File: src/rtl/uart_cfg.sv
// uart_cfg: parametrised full-duplex UART. It has a configurable data width,
// parity and stop bits, and a 16x-style oversampled receiver with an input
// synchroniser.
//
// Ports
//   clk, rst       clock, synchronous active-high reset
//   rx / tx        serial input (asynchronous, idle high) / serial output (idle high)
//   tx_valid, tx_ready, tx_data   host -> transmitter word handshake
//   rx_valid, rx_ready, rx_data   receiver -> host word handshake
//   rx_parity_err, rx_frame_err   per-word flags, qualified by rx_valid
//   rx_overrun     sticky: a frame was dropped while rx_valid was high
//   rx_busy, tx_busy              FSM not in IDLE
//
// Handshake semantics (both directions): a word moves in any cycle where
// valid && ready are both high at the rising clock edge. The producer holds
// valid and data stable until that happens. Ready may depend on internal state
// only, never on valid.
module uart_cfg #(
    parameter int CLK_DIV    = 2604,
    parameter int OVERSAMPLE = 16,
    parameter int DATA_BITS  = 8,
    parameter int PARITY     = 0,
    parameter int STOP_BITS  = 1
) (
    input  logic                 clk,
    input  logic                 rst,
    input  logic                 rx,
    output logic                 tx,
    input  logic                 tx_valid,
    output logic                 tx_ready,
    input  logic [DATA_BITS-1:0] tx_data,
    output logic                 rx_valid,
    input  logic                 rx_ready,
    output logic [DATA_BITS-1:0] rx_data,
    output logic                 rx_parity_err,
    output logic                 rx_frame_err,
    output logic                 rx_overrun,
    output logic                 rx_busy,
    output logic                 tx_busy
);
    localparam int DIV_W = $clog2(CLK_DIV);
    localparam int OS_W  = $clog2(OVERSAMPLE);
    localparam int BIT_W = $clog2(DATA_BITS + STOP_BITS + 2);

    localparam logic [DIV_W-1:0] DIV_LAST  = DIV_W'(CLK_DIV - 1);
    localparam logic [OS_W-1:0]  OS_LAST   = OS_W'(OVERSAMPLE - 1);
    localparam logic [OS_W-1:0]  OS_HALF   = OS_W'(OVERSAMPLE / 2 - 1);
    localparam logic [BIT_W-1:0] DATA_LAST = BIT_W'(DATA_BITS - 1);
    localparam logic [BIT_W-1:0] STOP_LAST = BIT_W'(STOP_BITS - 1);

    // ---------------- oversample tick ----------------
    logic [DIV_W-1:0] div_cnt;
    logic             tick;

    assign tick = (div_cnt == DIV_LAST);

    always_ff @(posedge clk) begin
        if (rst)       div_cnt <= '0;
        else if (tick) div_cnt <= '0;
        else           div_cnt <= div_cnt + 1'b1;
    end

    // ---------------- transmitter ----------------
    typedef enum logic [2:0] {TX_IDLE, TX_START, TX_DATA, TX_PARITY, TX_STOP} tx_state_t;

    tx_state_t            tx_state;
    logic                 tx_q;
    logic                 tx_rdy_q;
    logic [DATA_BITS-1:0] tx_shift;
    logic                 tx_par;
    logic [OS_W-1:0]      tx_ticks;
    logic [BIT_W-1:0]     tx_bits;
    logic                 tx_bit_end;

    assign tx_bit_end = tick && (tx_ticks == OS_LAST);

    always_ff @(posedge clk) begin
        if (rst) begin
            tx_state <= TX_IDLE;
            tx_q     <= 1'b1;
            tx_rdy_q <= 1'b1;
            tx_shift <= '0;
            tx_par   <= 1'b0;
            tx_ticks <= '0;
            tx_bits  <= '0;
        end else begin
            if (tx_state != TX_IDLE && tick)
                tx_ticks <= (tx_ticks == OS_LAST) ? '0 : tx_ticks + 1'b1;
            case (tx_state)
                TX_IDLE: begin
                    // tx_rdy_q low in IDLE means a captured word waits for the next tick.
                    if (tx_valid && tx_rdy_q) begin
                        tx_shift <= tx_data;
                        tx_par   <= (PARITY == 2) ? ^tx_data : ~^tx_data;
                        tx_rdy_q <= 1'b0;
                    end else if (!tx_rdy_q && tick) begin
                        tx_state <= TX_START;
                        tx_q     <= 1'b0;
                        tx_ticks <= '0;
                    end
                end
                TX_START: if (tx_bit_end) begin
                    tx_state <= TX_DATA;
                    tx_q     <= tx_shift[0];
                    tx_shift <= tx_shift >> 1;
                    tx_bits  <= '0;
                end
                TX_DATA: if (tx_bit_end) begin
                    if (tx_bits == DATA_LAST) begin
                        tx_bits <= '0;
                        if (PARITY != 0) begin
                            tx_state <= TX_PARITY;
                            tx_q     <= tx_par;
                        end else begin
                            tx_state <= TX_STOP;
                            tx_q     <= 1'b1;
                        end
                    end else begin
                        tx_q     <= tx_shift[0];
                        tx_shift <= tx_shift >> 1;
                        tx_bits  <= tx_bits + 1'b1;
                    end
                end
                TX_PARITY: if (tx_bit_end) begin
                    tx_state <= TX_STOP;
                    tx_q     <= 1'b1;
                end
                TX_STOP: if (tx_bit_end) begin
                    if (tx_bits == STOP_LAST) begin
                        tx_state <= TX_IDLE;
                        tx_rdy_q <= 1'b1;
                    end else begin
                        tx_bits <= tx_bits + 1'b1;
                    end
                end
                default: tx_state <= TX_IDLE;
            endcase
        end
    end

    // ---------------- receiver ----------------
    typedef enum logic [2:0] {RX_IDLE, RX_START, RX_DATA, RX_PARITY, RX_STOP, RX_BREAK} rx_state_t;

    rx_state_t            rx_state;
    logic                 rx_meta;
    logic                 rxs;
    logic [OS_W-1:0]      rx_ticks;
    logic [BIT_W-1:0]     rx_bits;
    logic [DATA_BITS-1:0] rx_shift;
    logic                 rx_par_bit;
    logic [DATA_BITS-1:0] rx_data_q;
    logic                 rx_valid_q;
    logic                 rx_pe_q;
    logic                 rx_fe_q;
    logic                 rx_ov_q;
    logic                 rx_sample;
    logic                 rx_consume;
    logic                 rx_par_exp;
    logic                 rx_par_bad;

    assign rx_sample  = tick && (rx_ticks == OS_LAST);
    assign rx_consume = rx_valid_q && rx_ready;
    assign rx_par_exp = (PARITY == 2) ? ^rx_shift : ~^rx_shift;
    assign rx_par_bad = (PARITY != 0) && (rx_par_bit != rx_par_exp);

    always_ff @(posedge clk) begin
        if (rst) begin
            rx_meta    <= 1'b1;
            rxs        <= 1'b1;
            rx_state   <= RX_IDLE;
            rx_ticks   <= '0;
            rx_bits    <= '0;
            rx_shift   <= '0;
            rx_par_bit <= 1'b0;
            rx_data_q  <= '0;
            rx_valid_q <= 1'b0;
            rx_pe_q    <= 1'b0;
            rx_fe_q    <= 1'b0;
            rx_ov_q    <= 1'b0;
        end else begin
            rx_meta <= rx;
            rxs     <= rx_meta;
            if (rx_consume) begin
                rx_valid_q <= 1'b0;
                rx_pe_q    <= 1'b0;
                rx_fe_q    <= 1'b0;
                rx_ov_q    <= 1'b0;
            end
            if (rx_state != RX_IDLE && rx_state != RX_BREAK && tick)
                rx_ticks <= (rx_ticks == OS_LAST) ? '0 : rx_ticks + 1'b1;
            case (rx_state)
                RX_IDLE: if (tick && !rxs) begin
                    rx_state <= RX_START;
                    rx_ticks <= '0;
                end
                // Mid-start re-check rejects short low glitches silently.
                RX_START: if (tick && rx_ticks == OS_HALF) begin
                    rx_ticks <= '0;
                    rx_bits  <= '0;
                    rx_state <= rxs ? RX_IDLE : RX_DATA;
                end
                RX_DATA: if (rx_sample) begin
                    rx_shift <= {rxs, rx_shift[DATA_BITS-1:1]};
                    if (rx_bits == DATA_LAST)
                        rx_state <= (PARITY != 0) ? RX_PARITY : RX_STOP;
                    else
                        rx_bits <= rx_bits + 1'b1;
                end
                RX_PARITY: if (rx_sample) begin
                    rx_par_bit <= rxs;
                    rx_state   <= RX_STOP;
                end
                RX_STOP: if (rx_sample) begin
                    // A same-cycle consume frees the holding register first.
                    if (!rx_valid_q || rx_ready) begin
                        rx_data_q  <= rx_shift;
                        rx_valid_q <= 1'b1;
                        rx_pe_q    <= rx_par_bad;
                        rx_fe_q    <= !rxs;
                    end else begin
                        rx_ov_q <= 1'b1;
                    end
                    rx_state <= rxs ? RX_IDLE : RX_BREAK;
                end
                // A held-low line yields one framing-error word, then waits for idle.
                RX_BREAK: if (rxs) rx_state <= RX_IDLE;
                default: rx_state <= RX_IDLE;
            endcase
        end
    end

    // Outputs are forced to their reset values combinationally so a reset
    // takes effect in the cycle it is asserted.
    assign tx            = tx_q | rst;
    assign tx_ready      = tx_rdy_q & ~rst;
    assign tx_busy       = (tx_state != TX_IDLE) & ~rst;
    assign rx_busy       = (rx_state != RX_IDLE) & ~rst;
    assign rx_valid      = rx_valid_q & ~rst;
    assign rx_parity_err = rx_pe_q & ~rst;
    assign rx_frame_err  = rx_fe_q & ~rst;
    assign rx_overrun    = rx_ov_q & ~rst;
    assign rx_data       = rx_data_q;

endmodule

File: config.mk
export PLATFORM = sky130hd
export DESIGN_NAME = uart_cfg
export DESIGN_NICKNAME = d
export VERILOG_FILES = /design/src/rtl/uart_cfg.sv
export SDC_FILE = /design/constraint.sdc
export NUM_CORES = 1
export LEC_CHECK = 0
export BUFFER_PORTS_ARGS = -buffer_cell sky130_fd_sc_hd__buf_2
export CELL_PAD_IN_SITES_DETAIL_PLACEMENT = 0
export CELL_PAD_IN_SITES_GLOBAL_PLACEMENT = 1
export CORE_MARGIN = 5
export CORE_UTILIZATION = 48
export DETAILED_ROUTE_END_ITERATION = 8
export PLACE_DENSITY = 0.88
export SLEW_MARGIN = 5
export SYNTH_ARGS = -nofsm -noshare
export SYNTH_HDL_FRONTEND = slang
export SYNTH_SLANG_ARGS = --single-unit
File: constraint.sdc
create_clock -name clk -period 4.4 [get_ports clk]
set_input_delay 0.22 -clock clk [delete_from_list [all_inputs] [get_ports clk]]
set_output_delay 0.22 -clock clk [all_outputs]
set_load 0.01 [all_outputs]
==> impl_metrics.env, run 1 <==
export IMPL_irDropWorstVdd_v=0.000424
export IMPL_initial_utilization_pct=49.7
export IMPL_r2r_start="div_cnt[4]"
export IMPL_ys_flop_type="dfxtp_1"
export IMPL_crit_path_max_incr_delay_ps=920
export IMPL_cts_tree="built"
export IMPL_antenna_found_initial=0
export IMPL_fin_area_um2=3570
export IMPL_clkSinkCount=66
export IMPL_drv_cap=0
export IMPL_post_synth_main_area_contributors="dfxtp_1, a21oi_1, mux2i_1"
export IMPL_drtAntennaViolNets=0
export IMPL_wl_mm=6.44
export IMPL_grt_pass1_vias=2484
export IMPL_numCtsBuffers=9
export IMPL_seq_area_frac_synth_pct=41.6
export IMPL_hold_start="rx"
export IMPL_overflow=0
export IMPL_clockBufferDepth=2
export IMPL_cts_setup_buffers=0
export IMPL_async_flop_share_pct=0
export IMPL_die_y_um=91.3
export IMPL_grt_max_degree=55
export IMPL_final_period_minus_worst_setup_slack_ps=2620
export IMPL_p_per_area_nw_per_um2=344
export IMPL_grtUsageTotal_pct=16.3
export IMPL_status="complete, no violations"
export IMPL_die_x_um=91.3
export IMPL_rsz0062_at_grt="false"
export IMPL_timing_rr_end="tx_bits[2]"
export IMPL_worstHoldPathCells=2
export IMPL_finish_utilization_pct=55.9
export IMPL_cp_slowest_cell="nor4_1"
export IMPL_clk_pin_slew_worst_paths_ps=80
export IMPL_grt_pass1_wl_mm=11.3
export IMPL_yosysMostFrequentCell="dfxtp_1"
export IMPL_hold_slack_ps=57.6
export IMPL_dr_first_iter_drc_count=153
export IMPL_worst_ep_required_time_ps=4620
export IMPL_crit_arrival_ps=2840
export IMPL_tightestPinTransition_ps=1030
export IMPL_cts_root_buf="clkbuf_8"
export IMPL_synth_nets=392
export IMPL_path_class="flip-flop to flip-flop"
export IMPL_critPathMaxFanout=7
export IMPL_hpwl_mm=4.51
export IMPL_start_kind="flip-flop"
export IMPL_tns_ps=0
export IMPL_postCtsHoldBufs=0
export IMPL_hold_viol=0
export IMPL_placementRows=29
export IMPL_dieArea_um2=8340
export IMPL_routedWlPerCell_um=13.5
export IMPL_ys_ff_latch=66
export IMPL_final_nets=414
export IMPL_dr_pass1_iters=4
export IMPL_synth_edff_count=0
export IMPL_synth_compound_area_share_pct=16.7
export IMPL_viasPerCell=5.55
export IMPL_netlist_area_um2=3180
export IMPL_antenna_cells=0
export IMPL_muxShareOfSynthArea_pct=5.40
export IMPL_synth_cells=373
export IMPL_relSlewSlack_pct=30.8
export IMPL_cts_repair_resized=0
export IMPL_crit_chain="or4b_1, nor4_1, o311ai_0, a32oi_1, nor2_1"
export IMPL_skew_ps=7.52
export IMPL_portBuffers=28
export IMPL_min_to="rx_meta"
export IMPL_vias=2645
export IMPL_place_area_um2=3350
export IMPL_drv_slew=0
export IMPL_synth_cell_types=60
export IMPL_yosys_warnings=0
export IMPL_finalSetupViolCount=0
export IMPL_cts_htree_levels=3
export IMPL_clk_insertion_delay_late_ps=340
export IMPL_area_growth_pct=12.5
export IMPL_synth_top_family_by_area="simple AND/OR/NAND/NOR gates"
export IMPL_ff2ff_setup_slack_ps=1780
export IMPL_timing_final_crit_share_pct=59.6
export IMPL_critPathCaptureType="flip-flop"
export IMPL_gp_congestion=0.784
export IMPL_synth_top_area_cell="dfxtp_1"
export IMPL_io_pins=29
export IMPL_cp_top_family="simple AND/OR/NAND/NOR gates"
export IMPL_timing_fmax_mhz=381
export IMPL_rr_worst_depth=5
export IMPL_synth_common_cells="dfxtp_1, nand2_1, nor2_1, a21oi_1, nand3_1"
export IMPL_synth_xor_area_share_pct=3.31
export IMPL_synth_top_area_share_pct=41.6
export IMPL_path_buf_inv=0
export IMPL_hold_class="input pin to flip-flop"
export IMPL_drive_gt1_share_pct=15.8
export IMPL_syn_avg_cell_area_um2=8.51
export IMPL_drc=0
export IMPL_leakage_uw=0.00141
export IMPL_synth_adder_area_share_pct=2.36
export IMPL_synthSimpleGateAreaFrac_pct=27.1
export IMPL_core_um2=6390
metal layers:
metal,wire (um),track usage (%),vias to the layer above,share of wire (%)
li1,-,-,1387,-
met1,3270,21.4,1216,51
met2,2870,25.4,32,45
met3,222,5.29,10,3.4
met4,76,5.13,0,1.2
met5,0,0,-,0
logic make-up (layout without fill, tap and decap cells):
logic type / Yosys count / in the layout
muxes: 17 / 17
xor gates and xnor gates: 12 / 12
buffers and inverters: 27 / 54
and+or+nand+nor: 166 / 166
DFF: 66 / 66
adders and majority gates: 6 / 6
AOI/OAI and AO/OA: 79 / 79
worst max-delay path by stage:
stage / from / depth (start not counted) / end / slack (ps)
2_1_floorplan: div_cnt[4] / 7 / tx_shift[3] / 2110
3_3_place_gp: div_cnt[4] / 5 / tx_bits[2] / 1870
3_5_place_dp: div_cnt[4] / 5 / tx_bits[2] / 1810
4_1_cts: div_cnt[4] / 5 / tx_shift[1] / 1800
5_1_grt: div_cnt[0] / 6 / tx_bits[2] / 1560
6_report: div_cnt[4] / 5 / tx_bits[2] / 1780
cell type report:
class / count / area, um2
Tap cell: 77 / 96.3
Fill cell: 603 / 2820
Clock buffer: 9 / 124
Sequential cell: 66 / 1320
Timing Repair Buffer: 30 / 155
Inverter: 8 / 30.0
Clock inverter: 7 / 100
Multi-Input combinational cell: 280 / 1740
per-stage QoR:
stage / total power, uW / std cells / setup WS (ps)
floorplan: 657 / 373 / 2110
global placement: 668 / 461 / 1870
detailed placement: 669 / 461 / 1810
CTS: 1250 / 477 / 1800
global route: 1280 / 477 / 1560
finish: 1230 / 477 / 1780
power breakdown:
group          internal [uW]  switching, uW  total, uW  leakage [uW]
clock                    324            249        573      0.000114
sequential               606           6.81        613      0.000535
combinational           17.0           24.6       41.6      0.000759
total                    947            281       1230       0.00141
flip-flops by register name (all words and copies together) (netlist names), 3 cells and up:
name and cells:
rx_state 3, tx_bits 4, div_cnt 12, rx_bits 4, tx_state 3, rx_shift 8
tx_shift 8, tx_ticks 4, rx_ticks 4, rx_data 8
cell usage in the layout, fill, tap and decap left out, types with 3 or more instances in the layout:
| master | instances |
|---|---|
| or2_2 | 5 |
| nand2b_1 | 4 |
| ha_1 | 6 |
| o21ai_0 | 12 |
| mux2i_1 | 16 |
| buf_2 | 28 |
| nand3_1 | 17 |
| inv_1 | 8 |
| nand2_1 | 40 |
| xnor2_1 | 4 |
| a211oi_1 | 6 |
| nand4_1 | 5 |
| nor2b_1 | 10 |
| nand4b_1 | 4 |
| or3_1 | 6 |
| a21oi_1 | 36 |
| nand3b_1 | 3 |
| nor4_1 | 3 |
| nor3b_1 | 5 |
| dfxtp_1 | 66 |
| clkbuf_8 | 9 |
| nor3_1 | 6 |
| nor2_1 | 39 |
| and3_1 | 8 |
| xor2_1 | 8 |
(Power assumes the default switching activity.)
==> run 2, diff against run 1 <==
--- a/config.mk
+++ b/config.mk
@@ -9,9 +9,9 @@
 export CELL_PAD_IN_SITES_DETAIL_PLACEMENT = 0
 export CELL_PAD_IN_SITES_GLOBAL_PLACEMENT = 1
 export CORE_MARGIN = 5
-export CORE_UTILIZATION = 48
+export CORE_UTILIZATION = 40
 export DETAILED_ROUTE_END_ITERATION = 8
-export PLACE_DENSITY = 0.88
+export PLACE_DENSITY = 0.79
 export SLEW_MARGIN = 5
 export SYNTH_ARGS = -nofsm -noshare
 export SYNTH_HDL_FRONTEND = slang
==> constraint.sdc (replaced) <==
create_clock -name clk -period 2.3 [get_ports clk]
set_input_delay 0.115 -clock clk [delete_from_list [all_inputs] [get_ports clk]]
set_output_delay 0.115 -clock clk [all_outputs]
set_load 0.01 [all_outputs]
==> run 2 against run 1 <==
Effect of this change:
- sequential share of layout area shrank 2.5 points
- final cell count grew 10%
- worst setup slack got worse by 1700 ps
- power up 96%
- register-to-register slack worse by 1700 ps
- core utilization fell by 6.3 points
- clock-buffer cell count up 2
- critical path depth increased by 1
- sequential power grew 91%
- routed wire length grew 7.4%
- critical endpoint is now tx_shift[5]
- largest power group unchanged
==> impl_metrics.env, run 2 (synthesis results as in run 1) <==
export IMPL_finalSetupViolCount=0
export IMPL_viasPerCell=5.22
export IMPL_setup_ws_ps=72.9
export IMPL_core_um2=7730
export IMPL_p_per_area_nw_per_um2=629
export IMPL_clockBufferDepth=2
export IMPL_dp_cells=508
export IMPL_routedWlPerCell_um=13.1
export IMPL_final_common_cell="dfxtp_1"
export IMPL_drtAntennaViolNets=0
export IMPL_largest_reg_flops=12
export IMPL_leakage_uw=0.00154
export IMPL_relSlewSlack_pct=59.8
export IMPL_path_class="flip-flop to flip-flop"
export IMPL_grt_pass1_wl_mm=12.0
export IMPL_setup_worst_path_start="div_cnt[4]"
export IMPL_power_uw=2410
export IMPL_vias=2751
export IMPL_critPathMaxFanout=15
export IMPL_timing_rr_end="tx_shift[5]"
export IMPL_tightestPinTransition_ps=598
export IMPL_r2r_start="div_cnt[4]"
export IMPL_drc=0
export IMPL_drv_slew=0
export IMPL_preCtsSetupSlack_ps=-18.6
export IMPL_final_period_minus_worst_setup_slack_ps=2230
export IMPL_worstSetupEndpoint="tx_shift[5]"
export IMPL_crit_arrival_ps=2480
export IMPL_area_growth_pct=20.8
export IMPL_clk_pin_slew_worst_paths_ps=80
export IMPL_clkSinkCount=66
export IMPL_rr_worst_depth=6
export IMPL_grtUsageTotal_pct=14.6
export IMPL_antenna_found_initial=0
export IMPL_antenna_cells=0
export IMPL_critPathCaptureType="flip-flop"
export IMPL_grt_max_degree=55
export IMPL_fill_cells=775
export IMPL_wl_met2_mm=3.29
export IMPL_skew_ps=8.51
export IMPL_drv_cap=0
export IMPL_timing_final_crit_share_pct=96.8
export IMPL_grt_pass1_vias=2726
export IMPL_met3WireLength_um=177
export IMPL_die_y_um=99.1
export IMPL_stdcell_count=527
export IMPL_highest_layer="met4"
export IMPL_ff2ff_setup_slack_ps=70
export IMPL_cts_root_buf="clkbuf_8"
export IMPL_worst_ep_required_time_ps=2550
export IMPL_initial_utilization_pct=41.1
export IMPL_start_kind="flip-flop"
export IMPL_die_x_um=99.1
export IMPL_multi_input_area_um2=1760
export IMPL_tns_ps=0
export IMPL_clk_insertion_delay_late_ps=340
export IMPL_overflow=0
export IMPL_numCtsBuffers=9
export IMPL_finish_utilization_pct=49.6
export IMPL_rsz0062_at_grt="true"
export IMPL_status="complete, no violations"
export IMPL_layout_common_cells="dfxtp_1, nand2_1, nor2_1, a21oi_1, buf_2"
export IMPL_hpwl_mm=4.85
export IMPL_met1_length_mm=3.38
export IMPL_hold_class="input pin to flip-flop"
export IMPL_final_nets=439
export IMPL_dieArea_um2=9820
export IMPL_portBuffers=28
export IMPL_irDropWorstVdd_v=0.000404
export IMPL_dr_first_iter_drc_count=143
export IMPL_wl_mm=6.92
export IMPL_seq_area_um2=1320
export IMPL_cts_htree_levels=3
export IMPL_timing_fmax_mhz=449
export IMPL_io_pins=29
export IMPL_placementRows=32
export IMPL_gp_congestion=0.775
export IMPL_hold_viol=0
export IMPL_drive_gt1_share_pct=21.2
export IMPL_cts_tree="built"
export IMPL_dr_pass1_iters=4
export IMPL_top_register="div_cnt"
-- run 2: final cells by class --
class	instances	area share [%]
inverter	8	0.783
timing repair buffer	55	9.40
sequential	66	34.5
clock inverter	5	2.22
multi-input combinational	280	45.8
clock buffer	11	3.95
tap	102	3.33
-- run 2: routing by layer --
layer	vias up	global-route usage, %
met5	-	0
met4	0	4.94
met3	8	4.49
met2	23	24.0
met1	1292	18.3
li1	1428	-
-- run 2: critical path, cell delays in order (launching register included) --
cell,delay (ps)
dfxtp_1,320
or4b_4,560
or4_4,570
a211oi_4,290
buf_12,170
nor2_1,50
a211oi_1,190
-- run 2: what timing repair did --
| action | 4_1_cts | 5_1_grt |
|---|---|---|
| endpoints found under the setup margin | 4 | 10 |
| pin swaps | 0 | 3 |
| hold buffers | 2 | 0 |
| hold endpoints to repair | 2 | 0 |
| buffers inserted | 0 | 1 |
| resized for setup | 1 | 5 |
| cloned | 0 | 0 |
-- run 2: worst min path at each step --
stage | start | end | slack [ps] | depth (start not counted)
2_1_floorplan | rx_ready | rx_ov_q | 220 | 1
3_3_place_gp | rx | rx_meta | 300 | 2
3_5_place_dp | rx | rx_meta | 310 | 2
4_1_cts | tx_data[7] | tx_shift[7] | 20 | 3
5_1_grt | tx_data[7] | tx_shift[7] | 50 | 3
6_report | tx_data[7] | tx_shift[7] | 30 | 3
-- run 2: where the power goes --
part / leakage [uW] / total [uW] / internal [uW] / switching (uW)
Combinational: 0.000891 / 93.9 / 43.2 / 50.7
Clock: 0.000116 / 1150 / 675 / 470
Sequential: 0.000535 / 1170 / 1160 / 12.2
-- run 2: through the flow --
step	instance area [um2]	hold slack [ps]
4_1_cts	3820	21.6
3_5_place_dp	3560	308
5_1_grt	3830	50.1
3_3_place_gp	3560	303
6_report	3830	33.5
2_1_floorplan	3180	215
==> run 3, diff against run 2 <==
--- a/config.mk
+++ b/config.mk
@@ -9,9 +9,9 @@
 export CELL_PAD_IN_SITES_DETAIL_PLACEMENT = 0
 export CELL_PAD_IN_SITES_GLOBAL_PLACEMENT = 1
 export CORE_MARGIN = 5
-export CORE_UTILIZATION = 40
+export CORE_UTILIZATION = 48
 export DETAILED_ROUTE_END_ITERATION = 8
-export PLACE_DENSITY = 0.79
+export PLACE_DENSITY_LB_ADDON = 0.05
 export SLEW_MARGIN = 5
 export SYNTH_ARGS = -nofsm -noshare
 export SYNTH_HDL_FRONTEND = slang
==> constraint.sdc (replaced) <==
create_clock -name clk -period 2.88 [get_ports clk]
set_input_delay 0.144 -clock clk [delete_from_list [all_inputs] [get_ports clk]]
set_output_delay 0.144 -clock clk [all_outputs]
set_load 0.01 [all_outputs]
==> run 3 against run 2 <==
Effect of this change:
- cell area is 6.1% lower
- final cell count fell by 8.3%
- first-iteration DRC count is 34% lower
- worst setup slack gained 240 ps
- non-clock buffer count shrank 19
- power fell by 25%
- critical path type unchanged
- combinational power is 29% lower
- sequential power fell by 20%
- clock-buffer cell count down 2
==> impl_metrics.env, run 3 (synthesis results as in run 1) <==
export IMPL_status="complete, no violations"
export IMPL_portBuffers=28
export IMPL_fin_area_um2=3600
export IMPL_p_int_uw=1370
export IMPL_drtAntennaViolNets=0
export IMPL_critPathMaxFanout=17
export IMPL_final_period_minus_worst_setup_slack_ps=2570
export IMPL_gp_congestion=0.770
export IMPL_overflow=0
export IMPL_drv_cap=0
export IMPL_final_common_cell="dfxtp_1"
export IMPL_layout_common_cells="dfxtp_1, nand2_1, nor2_1, a21oi_1, buf_2"
export IMPL_drv_slew=0
export IMPL_vias=2620
export IMPL_p_per_area_nw_per_um2=502
export IMPL_critPathCaptureType="flip-flop"
export IMPL_cts_repair_resized=0
export IMPL_clkPwrFrac_pct=44.6
export IMPL_clkSinkCount=66
export IMPL_numCtsBuffers=9
export IMPL_crit_arrival_ps=2780
export IMPL_p_sw_share_pct=24.4
export IMPL_fill_cells=608
export IMPL_placementRows=29
export IMPL_worst_ep_required_time_ps=3100
export IMPL_core_um2=6390
export IMPL_timing_final_crit_share_pct=89.1
export IMPL_stdcell_count=483
export IMPL_clockBufferDepth=2
export IMPL_die_y_um=91.3
export IMPL_drc=0
export IMPL_tightestPinTransition_ps=554
export IMPL_cts_htree_levels=3
export IMPL_tns_ps=0
export IMPL_dp_cells=465
export IMPL_antenna_cells=0
export IMPL_leakage_uw=0.00142
export IMPL_dieArea_um2=8340
export IMPL_hold_class="input pin to flip-flop"
export IMPL_drive_gt1_share_pct=16.5
export IMPL_initial_utilization_pct=49.7
export IMPL_grt_max_degree=31
export IMPL_seqPwrFrac_pct=51.8
export IMPL_top_register="div_cnt"
export IMPL_skew_ps=10.6
export IMPL_irDropWorstVdd_v=0.000306
export IMPL_pwr_share_comb_pct=3.7
export IMPL_relSlewSlack_pct=63.0
export IMPL_final_nets=420
export IMPL_dr_pass1_iters=4
export IMPL_largest_reg_flops=12
export IMPL_grtUsageTotal_pct=16.2
export IMPL_timing_fmax_mhz=390
export IMPL_hold_slack_ps=49.0
export IMPL_multi_input_area_um2=1740
export IMPL_grt_pass1_vias=2333
export IMPL_io_pins=29
export IMPL_hold_viol=0
export IMPL_cts_setup_buffers=0
export IMPL_antenna_found_initial=0
export IMPL_dr_first_iter_drc_count=95
export IMPL_place_area_um2=3380
export IMPL_routedWlPerCell_um=13.4
export IMPL_die_x_um=91.3
export IMPL_area_growth_pct=13.4
export IMPL_rsz0062_at_grt="false"
export IMPL_cts_root_buf="clkbuf_8"
export IMPL_path_class="flip-flop to flip-flop"
export IMPL_hpwl_mm=4.49
export IMPL_start_kind="flip-flop"
export IMPL_finalSetupViolCount=0
export IMPL_grt_pass1_wl_mm=11.1
export IMPL_viasPerCell=5.42
export IMPL_finish_utilization_pct=56.4
export IMPL_clk_pin_slew_worst_paths_ps=80
export IMPL_seq_area_um2=1320
export IMPL_cts_tree="built"
export IMPL_power_net_switching_uw=442
export IMPL_wl_mm=6.46
export IMPL_clk_insertion_delay_late_ps=350
run 3: cell types whose count changed in the layout (fill, tap and decap cells not counted), sizes merged:
cell / change
clkbuf: -2
bufinv: -1
buf: -19
inv: +3
run 3: worst paths after layout:
| path | from | endpoint | slack [ps] | cells past startpoint |
|---|---|---|---|---|
| min | tx_data[7] | tx_shift[7] | 50 | 3 |
| min reg2reg | rx_meta | rxs | 420 | 1 |
| max reg2reg | div_cnt[4] | rx_bits[0] | 310 | 5 |
| max | div_cnt[4] | rx_bits[0] | 310 | 5 |
run 3: cell type report:
type | count | area share (%)
multi-input combinational | 280 | 48.4
sequential | 66 | 36.7
timing repair buffer | 36 | 5.70
clock buffer | 9 | 3.44
tap | 77 | 2.67
clock inverter | 7 | 2.26
inverter | 8 | 0.834
run 3: routing by layer:
layer	part of all wire, %	track usage [%]
met1	51	21.5
met2	45	24.6
met4	1.7	6.60
met5	0	0
met3	3.1	4.88
run 3: critical path: stages, from the launching register on:
cell and delay [ps]:
dfxtp_1 350, or4b_1 650, or3_1 640, o41a_1 520, o21ai_0 200, a21oi_1 80
run 3: power by group through the flow:
stage / registers [uW] / logic (uW) / clock network (uW)
floorplan: 955 / 47.7 / 0
global placement: 958 / 64.9 / 0
detailed placement: 958 / 65.3 / 0
CTS: 937 / 67.8 / 834
global route: 939 / 74.5 / 890
finish: 937 / 66.3 / 807
run 3: stage by stage:
stage | setup slack [ps] | power, uW
final | 313 | 1810
after detailed placement | 324 | 1020
after global routing | 191 | 1900
after global placement | 368 | 1020
after floorplan | 589 | 1000
after CTS | 326 | 1840
run 3: repair_timing:
action | CTS | global route
hold buffers | 2 | 0
setup endpoints to repair | 0 | 0
endpoints found under the hold margin | 2 | 0
